$ cat src/rtl/serial_sub.sv
// serial_sub: bit-serial LSB-first a-b-bin subtractor (start/busy/done handshake, optional clamp-to-zero via sat; outputs diff/borrow/zero)
module serial_sub #(
  parameter int WIDTH = 8
) (
  input  logic             clk,
  input  logic             rst,
  input  logic             start,
  input  logic [WIDTH-1:0] a,
  input  logic [WIDTH-1:0] b,
  input  logic             bin,
  input  logic             sat,
  output logic             busy,
  output logic             done,
  output logic [WIDTH-1:0] diff,
  output logic             borrow,
  output logic             zero
);
  localparam int CW = $clog2(WIDTH);
  localparam logic [0:0] IDLE = 1'b0;
  localparam logic [0:0] SHIFT = 1'b1;
  logic [0:0] state;
  logic [WIDTH-1:0] ra, rb, acc, nd;
  logic [CW-1:0] cnt;
  logic br, rsat, d, bo;
  always_comb begin
    d = ra[0] ^ rb[0] ^ br;
    bo = (~ra[0] & rb[0]) | (~(ra[0] ^ rb[0]) & br);
    nd = (rsat & bo) ? '0 : {d, acc[WIDTH-1:1]};
  end
  assign busy = state == SHIFT;
  always_ff @(posedge clk or posedge rst) begin
    if (rst) begin
      state <= IDLE;
      ra <= '0;
      rb <= '0;
      acc <= '0;
      cnt <= '0;
      br <= 1'b0;
      rsat <= 1'b0;
      done <= 1'b0;
      diff <= '0;
      borrow <= 1'b0;
      zero <= 1'b1;
    end else begin
      done <= 1'b0;
      if (state == IDLE) begin
        if (start) begin
          ra <= a;
          rb <= b;
          br <= bin;
          rsat <= sat;
          cnt <= '0;
          state <= SHIFT;
        end
      end else begin
        ra <= ra >> 1;
        rb <= rb >> 1;
        acc <= {d, acc[WIDTH-1:1]};
        br <= bo;
        cnt <= cnt + 1'b1;
        if (cnt == CW'(WIDTH - 1)) begin
          diff <= nd;
          borrow <= bo;
          zero <= nd == '0;
          done <= 1'b1;
          state <= IDLE;
        end
      end
    end
  end
endmodule

$ cat config.mk
export PLATFORM = sky130hd
export DESIGN_NAME = serial_sub
export DESIGN_NICKNAME = d
export VERILOG_FILES = /design/src/rtl/serial_sub.sv
export SDC_FILE = /design/constraint.sdc
export NUM_CORES = 1
export LEC_CHECK = 0
export BUFFER_PORTS_ARGS = -buffer_cell sky130_fd_sc_hd__buf_4
export CORE_ASPECT_RATIO = 0.6
export CORE_UTILIZATION = 46
export DETAILED_ROUTE_END_ITERATION = 10
export PLACE_DENSITY = 0.71
export SKIP_LAST_GASP = 1
export SLEW_MARGIN = 20
export SYNTH_ARGS = -nofsm -noshare
export SYNTH_HDL_FRONTEND = slang
export SYNTH_SLANG_ARGS = --single-unit
$ cat constraint.sdc
create_clock -name clk -period 1.4 [get_ports clk]
set_input_delay 0.28 -clock clk [delete_from_list [all_inputs] [get_ports clk]]
set_output_delay 0.28 -clock clk [all_outputs]
set_load 0.05 [all_outputs]
==> results of run 1 <==
[sequential cells by signal, indices dropped and copies added, names as in the netlist]
| register | flops |
|---|---|
| acc | 7 |
| borrow | 1 |
| br | 1 |
| busy | 1 |
| cnt | 3 |
| diff | 8 |
| done | 1 |
| ra | 8 |
| rb | 8 |
| rsat | 1 |
| zero | 1 |
[final cells by class]
type	count	area [um^2]
fill	261	1207
multi-input combinational	87	666.9
tap	45	56.30
sequential	40	1003
inverter	6	22.52
clock buffer	7	76.32
clock inverter	1	5.005
timing repair buffer	47	365.4
[cell usage after synthesis, drive strengths merged]
cell / count
mux2: 8
clkbuf: 1
ha: 2
o21ai: 16
dfrtp: 39
inv: 6
buf: 7
nand2: 19
nor2b: 1
a211oi: 1
mux2i: 18
a2bb2oi: 1
nor4: 2
nor2: 4
fa: 1
a21oi: 2
a22o: 9
nand2b: 1
dfstp: 1
[through the flow]
step            TNS, ns  util (%)  total power (uW)  hold WS [ns]  area (um^2)
5_1_grt        -0.01715     64.52              5460       0.06248         2196
4_1_cts               0     62.76              4996       0.04839         2136
3_5_place_dp   -0.09820     59.52              4207        0.3598         2026
6_report              0     64.52              5122       0.03751         2196
3_3_place_gp   -0.03003     59.52              4092        0.3554         2026
2_1_floorplan         0         -              3567        0.4147         1723
[cells by family after synthesis]
kind of cell | share of synthesized area, %
fa+ha+maj | 2.616
flops | 58.21
simple gates | 6.904
compound gates | 11.41
buf+inv | 5.160
mux | 15.70
[power by group]
group | switching, uW | internal [uW] | total (uW) | leakage, uW
Combinational | 1300 | 1040 | 2340 | 0.000528
Clock | 373 | 349 | 722 | 0.0000422
Sequential | 387 | 1670 | 2060 | 0.000504
Total | 2060 | 3060 | 5120 | 0.00107
[worst max-delay path, stage by stage, from the launching register on]
cell and delay [ns]:
sky130_fd_sc_hd__dfrtp_1 0.38, sky130_fd_sc_hd__inv_1 0.07, sky130_fd_sc_hd__fa_2 0.45, sky130_fd_sc_hd__nor4_2 0.15
sky130_fd_sc_hd__nand2_1 0.08, sky130_fd_sc_hd__a2bb2oi_1 0.15
[repair_timing]
action / 4_1_cts / 5_1_grt
endpoints found under the setup margin: 8 / 9
buffers inserted: 4 / 4
pin swaps: 2 / 2
resized for setup: 1 / 5
gates cloned: 0 / 2
[final timing paths]
| path | end | slack [ns] |
|---|---|---|
| max | zero$_DFFE_PP1P_ | 0.05 |
| min | diff[6]$_DFFE_PP0P_ | 0.04 |
| max reg2reg | zero$_DFFE_PP1P_ | 0.05 |
| min reg2reg | rb[5]$_DFFE_PP0P_ | 0.49 |
| max in group asynchronous | zero$_DFFE_PP1P_ | 1.12 |
| min in group clk | rsat$_DFFE_PP0P_ | 0.21 |
[routing by layer]
metal  vias up  part of all wire (%)  routed length, um
met4         0                  0.93                 32
met2        21                    45               1536
met5         -                     0                  0
met3         5                   5.2                180
li1        582                     -                  -
met1       585                    49               1688
==> metrics.txt, run 1 <==
# TYPE chip_impl_metric gauge
chip_impl_info{name="cts_root_buf",value="sky130_fd_sc_hd__clkbuf_8"} 1
chip_impl_info{name="rsz0062_at_grt",value="true"} 1
chip_impl_metric{name="unique_masters_post_synth",unit=""} 26
chip_impl_info{name="crit_path_start",value="rb[0]$_DFFE_PP0P_"} 1
chip_impl_metric{name="max-vdd-ir-drop",unit="mV"} 1.200
chip_impl_metric{name="drc_errors",unit=""} 0
chip_impl_metric{name="clock-skew-final",unit="ns"} 0.008674
chip_impl_metric{name="routed_wirelength",unit="um"} 3438
chip_impl_metric{name="cts-root-to-sink-buffers",unit=""} 2
chip_impl_metric{name="slew_violations",unit=""} 0
chip_impl_metric{name="fmax",unit="GHz"} 0.7396
chip_impl_metric{name="globalRoute.totalOverflow",unit=""} 0
chip_impl_metric{name="wire_per_inst",unit="um"} 14.76
chip_impl_info{name="setup.worst_path.start_class",value="register"} 1
chip_impl_metric{name="grt_use_met2",unit="%"} 29.41
chip_impl_metric{name="finalHoldViolCount",unit=""} 0
chip_impl_info{name="path_class",value="reg2reg"} 1
chip_impl_metric{name="detail_route.iter0.violations",unit=""} 51
chip_impl_metric{name="htreeDepth",unit=""} 2
chip_impl_metric{name="grt_use_met3",unit="%"} 6.168
chip_impl_metric{name="die_height",unit="um"} 49.39
chip_impl_metric{name="synth_sequential_area_ratio",unit="%"} 58.21
chip_impl_metric{name="critical_path_required",unit="ns"} 1.62
chip_impl_metric{name="dr.pass1.iters",unit=""} 4
chip_impl_metric{name="groute.usage.overall",unit="%"} 19.21
chip_impl_metric{name="timing_worst_slew_pin_value",unit="ns"} 0.3438
chip_impl_info{name="synth_largest_area_cell",value="sky130_fd_sc_hd__dfrtp_1"} 1
chip_impl_metric{name="grt_start_max_net_pins",unit=""} 41
chip_impl_metric{name="r2r_cells",unit=""} 5
chip_impl_metric{name="timing.critical_path.arrival",unit="ns"} 1.57
chip_impl_metric{name="final_count_of_negative_setup_slack_endpoints",unit=""} 0
chip_impl_metric{name="final_net_count",unit=""} 211
chip_impl_metric{name="netlist_area",unit="mm^2"} 0.001722
chip_impl_metric{name="post_drt_via_cell_ratio",unit=""} 5.120
chip_impl_info{name="most_used_routing_layer_in_global_routing",value="met2"} 1
chip_impl_metric{name="max-cap-violations",unit=""} 0
chip_impl_metric{name="dieArea",unit="mm^2"} 0.004000
chip_impl_metric{name="post_route_cells_drive_above_1_share",unit="%"} 37.77
chip_impl_metric{name="worstSkewPairLatency",unit="ns"} 0.29
chip_impl_metric{name="area_growth",unit="%"} 27.54
chip_impl_metric{name="synth_seq_cells",unit=""} 40
chip_impl_metric{name="cellLeakagePower",unit="uW"} 0.001074
chip_impl_info{name="final_cell_mix",value="46 x sky130_fd_sc_hd__buf_4, 38 x sky130_fd_sc_hd__dfrtp_1, 18 x sky130_fd_sc_hd__nand2_1, 18 x sky130_fd_sc_hd__mux2i_1, 15 x sky130_fd_sc_hd__o21ai_0"} 1
chip_impl_metric{name="core.rowCount",unit=""} 16
chip_impl_metric{name="grt_pass1_wl",unit="um"} 5575
chip_impl_metric{name="fp.coreArea",unit="mm^2"} 0.003403
chip_impl_metric{name="post-dp-hpwl",unit="um"} 2268
chip_impl_metric{name="clkSlewWorstSetupHoldPaths",unit="ns"} 0.07
chip_impl_metric{name="path_max_fanout",unit=""} 3
chip_impl_metric{name="cts.sinks",unit=""} 40
chip_impl_metric{name="netlist.area_leader.share",unit="%"} 56.69
chip_impl_metric{name="globalRouteMet1Util",unit="%"} 25.39
chip_impl_metric{name="post_layout_nonfiller_instances",unit=""} 233
chip_impl_info{name="min_delay_path_class",value="in2async"} 1
chip_impl_metric{name="synth.yosys.warnings",unit=""} 0
chip_impl_metric{name="synthCells",unit=""} 139
chip_impl_metric{name="slew_headroom",unit="%"} 76.87
chip_impl_info{name="outcome",value="complete, no violations"} 1
chip_impl_metric{name="start_util",unit="%"} 50.59
chip_impl_metric{name="detailroute.via_count",unit=""} 1193
chip_impl_metric{name="hold_buffers",unit=""} 0
chip_impl_metric{name="tritoncts.num_buffers",unit=""} 5
chip_impl_info{name="cts_tree",value="done"} 1
chip_impl_metric{name="grt_antenna_before_repair",unit=""} 0
chip_impl_metric{name="antenna_left",unit=""} 0
chip_impl_metric{name="net_count_of_the_mapped_netlist",unit=""} 163
chip_impl_info{name="crit_path_end_kind",value="register"} 1
chip_impl_metric{name="grt_pass1_vias",unit=""} 1201
chip_impl_metric{name="final.period_utilization",unit="%"} 96.58
chip_impl_metric{name="average_instance_area_after_synthesis",unit="um^2"} 12.39
chip_impl_metric{name="antenna_cells",unit=""} 0
chip_impl_metric{name="post-place-ws",unit="ns"} -0.09721
chip_impl_info{name="ys_top_cells_by_area",value="sky130_fd_sc_hd__dfrtp_1 57%, sky130_fd_sc_hd__mux2i_1 10%, sky130_fd_sc_hd__a22o_1 4.6%, sky130_fd_sc_hd__o21ai_0 4.4%, sky130_fd_sc_hd__nand2_1 3.9%"} 1
chip_impl_metric{name="place_inst",unit=""} 216
chip_impl_metric{name="final_period_minus_worst_setup_slack",unit="ns"} 1.352
chip_impl_metric{name="finalWeightedCongestion",unit=""} 0.7209
chip_impl_info{name="r2r_start",value="rb[0]$_DFFE_PP0P_"} 1
chip_impl_metric{name="placement.io_buffers",unit=""} 32
chip_impl_metric{name="fin_ws",unit="ns"} 0.04789
chip_impl_metric{name="pin_count",unit=""} 33
chip_impl_metric{name="die_x",unit="um"} 80.98
chip_impl_metric{name="power-per-cell-area",unit="mW/mm^2"} 2333
chip_impl_info{name="final_common_cell",value="sky130_fd_sc_hd__buf_4"} 1
Power figures use the tool's default switching activity.
==> inputs of run 2 (changes only) <==
==> constraint.sdc (replaced) <==
create_clock -name clk -period 1.4 [get_ports clk]
set_input_delay 0.28 -clock clk [delete_from_list [all_inputs] [get_ports clk]]
set_output_delay 0.28 -clock clk [all_outputs]
set_load 0.02 [all_outputs]
==> run 2 against run 1 <==
Largest cell class unchanged; largest power group unchanged; clock-buffer cell count did not move; the run now ends with setup timing left; sequential share of layout area rose by 0.29 points; first-iteration DRC count rose by 130%; non-clock buffer count fell by 3; power fell by 5.2%; critical endpoint unchanged; critical path type unchanged.
==> metrics.txt, run 2 (synthesis results as in run 1) <==
# TYPE chip_impl_metric gauge
chip_impl_metric{name="die_height",unit="um"} 49.39
chip_impl_metric{name="final.period_utilization",unit="%"} 100.6
chip_impl_metric{name="cellLeakagePower",unit="uW"} 0.001065
chip_impl_metric{name="fp.coreArea",unit="mm^2"} 0.003403
chip_impl_metric{name="timing.critical_path.buf_inv",unit=""} 1
chip_impl_metric{name="finalHoldViolCount",unit=""} 0
chip_impl_metric{name="slew_headroom",unit="%"} 72.88
chip_impl_metric{name="groute.usage.overall",unit="%"} 18.86
chip_impl_info{name="worstSetupEndpoint",value="zero$_DFFE_PP1P_"} 1
chip_impl_metric{name="core.rowCount",unit=""} 16
chip_impl_metric{name="grt_pass1_wl",unit="um"} 5457
chip_impl_metric{name="antenna_cells",unit=""} 0
chip_impl_metric{name="grt_pass1_vias",unit=""} 1129
chip_impl_metric{name="path_max_fanout",unit=""} 3
chip_impl_metric{name="detail_route.iter0.violations",unit=""} 115
chip_impl_info{name="min_delay_path_class",value="in2async"} 1
chip_impl_metric{name="fmax",unit="GHz"} 0.7101
chip_impl_metric{name="post-dp-hpwl",unit="um"} 2277
chip_impl_info{name="top_regs",value="diff x8, ra x8, rb x8"} 1
chip_impl_info{name="cts_tree",value="done"} 1
chip_impl_metric{name="design_area",unit="mm^2"} 0.002182
chip_impl_info{name="final_common_cell",value="sky130_fd_sc_hd__buf_4"} 1
chip_impl_info{name="r2r_start",value="rb[0]$_DFFE_PP0P_"} 1
chip_impl_info{name="final_cell_mix",value="42 x sky130_fd_sc_hd__buf_4, 38 x sky130_fd_sc_hd__dfrtp_1, 18 x sky130_fd_sc_hd__nand2_1, 18 x sky130_fd_sc_hd__mux2i_1, 15 x sky130_fd_sc_hd__o21ai_0"} 1
chip_impl_info{name="crit_slowest_cell",value="sky130_fd_sc_hd__fa_2"} 1
chip_impl_metric{name="start_util",unit="%"} 50.59
chip_impl_metric{name="critical_path_required",unit="ns"} 1.62
chip_impl_metric{name="timing.critical_path.arrival",unit="ns"} 1.63
chip_impl_metric{name="clkSlewWorstSetupHoldPaths",unit="ns"} 0.07
chip_impl_info{name="cts_root_buf",value="sky130_fd_sc_hd__clkbuf_8"} 1
chip_impl_metric{name="max-cap-violations",unit=""} 0
chip_impl_info{name="timing.critical_path.cells",value="inv_2 -> fa_2 -> nor4_2 -> nand2_1 -> a2bb2oi_2"} 1
chip_impl_metric{name="detailroute.via_count",unit=""} 1205
chip_impl_metric{name="regToRegSetupSlack",unit="ns"} -0.008
chip_impl_metric{name="worst-path-stages",unit=""} 5
chip_impl_metric{name="worstSkewPairLatency",unit="ns"} 0.28
chip_impl_metric{name="pin_count",unit=""} 33
chip_impl_metric{name="area_growth",unit="%"} 26.74
chip_impl_metric{name="clock-skew-final",unit="ns"} 0.008821
chip_impl_metric{name="placement.io_buffers",unit=""} 32
chip_impl_metric{name="dieArea",unit="mm^2"} 0.004000
chip_impl_metric{name="dr.pass1.iters",unit=""} 7
chip_impl_metric{name="finalWeightedCongestion",unit=""} 0.7572
chip_impl_info{name="crit_path_end_kind",value="register"} 1
chip_impl_info{name="outcome",value="complete, but fails checks"} 1
chip_impl_metric{name="timing_worst_slew_pin_value",unit="ns"} 0.4031
chip_impl_info{name="crit_path_start",value="rb[0]$_DFFE_PP0P_"} 1
chip_impl_metric{name="power-per-cell-area",unit="mW/mm^2"} 2224
chip_impl_metric{name="r2r_cells",unit=""} 5
chip_impl_metric{name="drc_errors",unit=""} 0
chip_impl_info{name="rsz0062_at_grt",value="true"} 1
chip_impl_metric{name="die_x",unit="um"} 80.98
chip_impl_info{name="setup.worst_path.start_class",value="register"} 1
chip_impl_metric{name="slew_violations",unit=""} 0
chip_impl_metric{name="cts.sinks",unit=""} 40
chip_impl_metric{name="cpPeakStageDelay",unit="ns"} 0.47
chip_impl_metric{name="globalRoute.totalOverflow",unit=""} 0
chip_impl_metric{name="htreeDepth",unit=""} 2
chip_impl_metric{name="post-place-ws",unit="ns"} -0.07787
chip_impl_metric{name="post_route_cells_drive_above_1_share",unit="%"} 37.30
chip_impl_info{name="violations",value="setup timing"} 1
chip_impl_metric{name="grt_antenna_before_repair",unit=""} 0
chip_impl_metric{name="cts-root-to-sink-buffers",unit=""} 2
chip_impl_metric{name="final_period_minus_worst_setup_slack",unit="ns"} 1.408
chip_impl_metric{name="fin_ws",unit="ns"} -0.008217
chip_impl_info{name="path_class",value="reg2reg"} 1
chip_impl_metric{name="post_drt_via_cell_ratio",unit=""} 5.239
chip_impl_info{name="worstReg2RegEnd",value="zero$_DFFE_PP1P_"} 1
chip_impl_metric{name="placedInstanceArea",unit="mm^2"} 0.002012
chip_impl_metric{name="tritoncts.num_buffers",unit=""} 5
chip_impl_metric{name="max-vdd-ir-drop",unit="mV"} 0.9359
chip_impl_metric{name="wire_per_inst",unit="um"} 15.27
chip_impl_metric{name="final_count_of_negative_setup_slack_endpoints",unit=""} 1
chip_impl_metric{name="routed_wirelength",unit="um"} 3511
chip_impl_metric{name="grt_start_max_net_pins",unit=""} 22
chip_impl_metric{name="antenna_left",unit=""} 0
chip_impl_metric{name="final_net_count",unit=""} 208
chip_impl_info{name="cp_top_family",value="adder cells"} 1
-- run 2: changes by cell type in the layout (fill, tap and decap cells not counted) --
cell / delta
sky130_fd_sc_hd__buf_4: -4
sky130_fd_sc_hd__buf_6: +2
sky130_fd_sc_hd__a21oi_2: -1
sky130_fd_sc_hd__a21oi_4: +1
sky130_fd_sc_hd__a2bb2oi_1: -1
sky130_fd_sc_hd__a2bb2oi_2: +1
sky130_fd_sc_hd__buf_12: -1
-- run 2: cell type report --
| class | instances | area (um^2) |
|---|---|---|
| sequential | 40 | 1003 |
| clock buffer | 7 | 76.32 |
| inverter | 6 | 22.52 |
| timing repair buffer | 44 | 337.8 |
| multi-input combinational | 87 | 680.7 |
| tap | 45 | 56.30 |
| fill | 272 | 1221 |
| clock inverter | 1 | 5.005 |
-- run 2: what timing repair did --
item / CTS / global route
pin swaps: 2 / 1
setup endpoints to repair: 6 / 10
hold endpoints to repair: 0 / 0
hold buffers: 0 / 0
gates resized for setup: 4 / 7
setup buffers: 2 / 2
gates cloned: 1 / 1
-- run 2: worst reg2reg max path, stage by stage (launching register included) --
cell                        delay, ns
sky130_fd_sc_hd__dfrtp_1         0.41
sky130_fd_sc_hd__inv_2           0.07
sky130_fd_sc_hd__fa_2            0.47
sky130_fd_sc_hd__nor4_2          0.16
sky130_fd_sc_hd__nand2_1         0.10
sky130_fd_sc_hd__a2bb2oi_2       0.14
-- run 2: power breakdown --
group | switching, uW | internal [uW] | total, uW | leakage (uW)
registers | 374 | 1670 | 2050 | 0.000504
logic | 1010 | 1070 | 2080 | 0.000519
clock network | 374 | 350 | 724 | 0.0000422
-- run 2: worst min-delay path by stage --
stage,startpoint,end,slack (ns),cells after the start
floorplan,sat,rsat$_DFFE_PP0P_,0.41,1
global placement,rst,diff[7]$_DFFE_PP0P_,0.34,3
detailed placement,rst,diff[7]$_DFFE_PP0P_,0.35,3
CTS,rst,ra[0]$_DFFE_PP0P_,0.05,3
global route,rst,ra[0]$_DFFE_PP0P_,0.07,3
finish,rst,diff[7]$_DFFE_PP0P_,0.04,3
-- run 2: layer usage --
metal | part of all wire, % | global-route usage (%) | up-vias
li1 | - | - | 572
met3 | 6.4 | 5.047 | 4
met5 | 0 | 0 | -
met4 | 0.66 | 5.357 | 0
met2 | 45 | 27.03 | 28
met1 | 48 | 27.99 | 601
-- run 2: metrics by stage --
step           std cells  power, uW  hold WS [ns]  utilization (%)   TNS (ns)
3_3_place_gp         216       3703        0.3428            59.12   -0.05310
4_1_cts              227       4690       0.04786            62.54   -0.02055
3_5_place_dp         216       3800        0.3523            59.12   -0.07787
6_report             230       4853       0.04092            64.12  -0.008217
5_1_grt              230       5177       0.07287            64.12    -0.1052
2_1_floorplan        139       3235        0.4147                -          0
==> inputs of run 3 (changes only) <==
--- a/config.mk
+++ b/config.mk
@@ -8,6 +8,7 @@
 export BUFFER_PORTS_ARGS = -buffer_cell sky130_fd_sc_hd__buf_4
 export CORE_ASPECT_RATIO = 0.6
 export CORE_UTILIZATION = 46
+export CTS_BUF_LIST = sky130_fd_sc_hd__clkbuf_8 sky130_fd_sc_hd__clkbuf_16
 export DETAILED_ROUTE_END_ITERATION = 10
 export PLACE_DENSITY = 0.71
 export SKIP_LAST_GASP = 1
==> run 3 against run 2 <==
The run now ends clean; global-route usage is 0.081 points higher; clock power is 2% lower; core utilization is 0.26 points lower; via count is 0.83% lower; hold slack worse by 0.0018 ns; worst setup slack better by 0.023 ns; clock skew is 0.0010 ns higher; die area stayed put; power is 1.2% lower; sequential share of layout area is 0.19 points higher; non-clock buffer count is 1 lower; critical path type unchanged.
==> metrics.txt, run 3 (synthesis results as in run 1) <==
# TYPE chip_impl_metric gauge
chip_impl_info{name="min_delay_path_class",value="in2async"} 1
chip_impl_metric{name="placement.io_buffers",unit=""} 32
chip_impl_metric{name="drc_errors",unit=""} 0
chip_impl_metric{name="area_growth",unit="%"} 26.24
chip_impl_metric{name="grt_antenna_before_repair",unit=""} 0
chip_impl_metric{name="grt_pass1_wl",unit="um"} 5478
chip_impl_metric{name="antenna_left",unit=""} 0
chip_impl_metric{name="critical_path_required",unit="ns"} 1.62
chip_impl_metric{name="layout.filler_cells",unit=""} 272
chip_impl_metric{name="cpPeakStageDelay",unit="ns"} 0.45
chip_impl_metric{name="die_x",unit="um"} 80.98
chip_impl_metric{name="routed_wirelength",unit="um"} 3419
chip_impl_metric{name="die_height",unit="um"} 49.39
chip_impl_metric{name="finalWeightedCongestion",unit=""} 0.7572
chip_impl_metric{name="slew_violations",unit=""} 0
chip_impl_info{name="cts_tree",value="done"} 1
chip_impl_metric{name="cts-root-to-sink-buffers",unit=""} 2
chip_impl_metric{name="timing_worst_slew_pin_value",unit="ns"} 0.4018
chip_impl_metric{name="power-per-cell-area",unit="mW/mm^2"} 2207
chip_impl_metric{name="final_net_count",unit=""} 207
chip_impl_metric{name="pin_count",unit=""} 33
chip_impl_metric{name="final_count_of_negative_setup_slack_endpoints",unit=""} 0
chip_impl_metric{name="timing.critical_path.arrival",unit="ns"} 1.61
chip_impl_metric{name="path_max_fanout",unit=""} 3
chip_impl_metric{name="worstSkewPairLatency",unit="ns"} 0.28
chip_impl_metric{name="hold_buffers",unit=""} 0
chip_impl_info{name="setup.worst_path.start_class",value="register"} 1
chip_impl_metric{name="dr.pass1.iters",unit=""} 4
chip_impl_metric{name="fmax",unit="GHz"} 0.7220
chip_impl_info{name="timing.critical_path.cells",value="inv_1 -> fa_2 -> nor4_2 -> nand2_1 -> a2bb2oi_2"} 1
chip_impl_metric{name="detailroute.via_count",unit=""} 1195
chip_impl_info{name="cts_root_buf",value="sky130_fd_sc_hd__clkbuf_8"} 1
chip_impl_info{name="crit_path_end_kind",value="register"} 1
chip_impl_metric{name="slew_headroom",unit="%"} 72.97
chip_impl_metric{name="design_area",unit="mm^2"} 0.002173
chip_impl_metric{name="post-dp-hpwl",unit="um"} 2277
chip_impl_metric{name="antenna_cells",unit=""} 0
chip_impl_metric{name="placedInstanceArea",unit="mm^2"} 0.002012
chip_impl_metric{name="clkSlewWorstSetupHoldPaths",unit="ns"} 0.08
chip_impl_metric{name="htreeDepth",unit=""} 2
chip_impl_metric{name="grt_start_max_net_pins",unit=""} 22
chip_impl_metric{name="regToRegSetupSlack",unit="ns"} 0.01
chip_impl_metric{name="wire_per_inst",unit="um"} 14.93
chip_impl_metric{name="final.period_utilization",unit="%"} 98.94
chip_impl_metric{name="cts.sinks",unit=""} 40
chip_impl_info{name="final_cell_mix",value="42 x sky130_fd_sc_hd__buf_4, 38 x sky130_fd_sc_hd__dfrtp_1, 18 x sky130_fd_sc_hd__nand2_1, 18 x sky130_fd_sc_hd__mux2i_1, 15 x sky130_fd_sc_hd__o21ai_0"} 1
chip_impl_metric{name="post_layout_nonfiller_instances",unit=""} 229
chip_impl_metric{name="finalHoldViolCount",unit=""} 0
chip_impl_metric{name="tritoncts.num_buffers",unit=""} 5
chip_impl_metric{name="fp.coreArea",unit="mm^2"} 0.003403
chip_impl_metric{name="detail_route.iter0.violations",unit=""} 106
chip_impl_metric{name="max-vdd-ir-drop",unit="mV"} 0.9363
chip_impl_metric{name="place_inst",unit=""} 216
chip_impl_metric{name="final_period_minus_worst_setup_slack",unit="ns"} 1.385
chip_impl_metric{name="clock-skew-final",unit="ns"} 0.009834
chip_impl_metric{name="groute.usage.overall",unit="%"} 18.94
chip_impl_info{name="top_regs",value="diff x8, ra x8, rb x8"} 1
chip_impl_info{name="outcome",value="complete, no violations"} 1
chip_impl_metric{name="globalRoute.totalOverflow",unit=""} 0
chip_impl_metric{name="max-cap-violations",unit=""} 0
chip_impl_metric{name="post_route_cells_drive_above_1_share",unit="%"} 36.96
chip_impl_metric{name="start_util",unit="%"} 50.59
chip_impl_metric{name="post_drt_via_cell_ratio",unit=""} 5.218
chip_impl_info{name="rsz0062_at_grt",value="true"} 1
chip_impl_info{name="crit_slowest_cell",value="sky130_fd_sc_hd__fa_2"} 1
chip_impl_metric{name="grt_pass1_vias",unit=""} 1128
chip_impl_metric{name="core.rowCount",unit=""} 16
chip_impl_metric{name="cellLeakagePower",unit="uW"} 0.001067
chip_impl_metric{name="dieArea",unit="mm^2"} 0.004000
chip_impl_info{name="path_class",value="reg2reg"} 1
chip_impl_info{name="final_common_cell",value="sky130_fd_sc_hd__buf_4"} 1
==> run 3: per-stage QoR <==
step           hold WS (ns)  setup WS (ns)  setup TNS (ns)  utilization [%]  power [uW]
2_1_floorplan        0.4147       0.007123               0                -        3235
3_3_place_gp         0.3428       -0.05310        -0.05310            59.12        3703
3_5_place_dp         0.3523       -0.07787        -0.07787            59.12        3800
4_1_cts             0.04735      -0.007809        -0.02055            62.54        4677
5_1_grt             0.06776       -0.09089         -0.1028            63.86        5132
6_report            0.03913        0.01490               0            63.86        4797
==> run 3: what timing repair did <==
action,CTS,global route
buffers inserted,2,1
cloned,1,1
setup endpoints to repair,6,10
pin swaps,2,1
gates resized for setup,4,7
==> run 3: power by group <==
group	total [uW]	switching [uW]	internal, uW	leakage, uW
Combinational	2040	1010	1040	0.000513
Clock	707	372	335	0.0000505
Sequential	2050	374	1670	0.000504
==> run 3: area by class of cell <==
class / count / area [um^2] / share of cell area [%]
tap: 45 / 56.30 / 2.591
multi-input combinational: 87 / 680.7 / 31.32
clock buffer: 5 / 68.82 / 3.166
sequential: 40 / 1003 / 46.17
clock inverter: 3 / 12.51 / 0.5757
inverter: 6 / 25.02 / 1.151
timing repair buffer: 43 / 326.6 / 15.03
==> run 3: path summary, 6_finish.rpt <==
kind,from,end,cells past startpoint
min reg2reg,ra[2]$_DFFE_PP0P_,ra[1]$_DFFE_PP0P_,2
min,rst,diff[7]$_DFFE_PP0P_,3
max reg2reg,br$_DFFE_PP0P_,zero$_DFFE_PP1P_,5
min in group clk,sat,rsat$_DFFE_PP0P_,2
max,br$_DFFE_PP0P_,zero$_DFFE_PP1P_,5
max in group asynchronous,rst,zero$_DFFE_PP1P_,3
==> run 3: metal layers <==
layer | global-route usage (%) | routed length, um
met5 | 0 | 0
met4 | 5.357 | 23
met3 | 5.047 | 211
met2 | 26.89 | 1550
met1 | 28.36 | 1634
==> run 3: worst max-delay path: cells and delay by family (launching register included) <==
kind,cells,cell delay [ns]
AND/OR/NAND/NOR,2,0.26
adder cells (fa/ha/maj),1,0.45
AO/OA/AOI/OAI,1,0.14
flip-flops,1,0.39
buffers and inverters,1,0.09
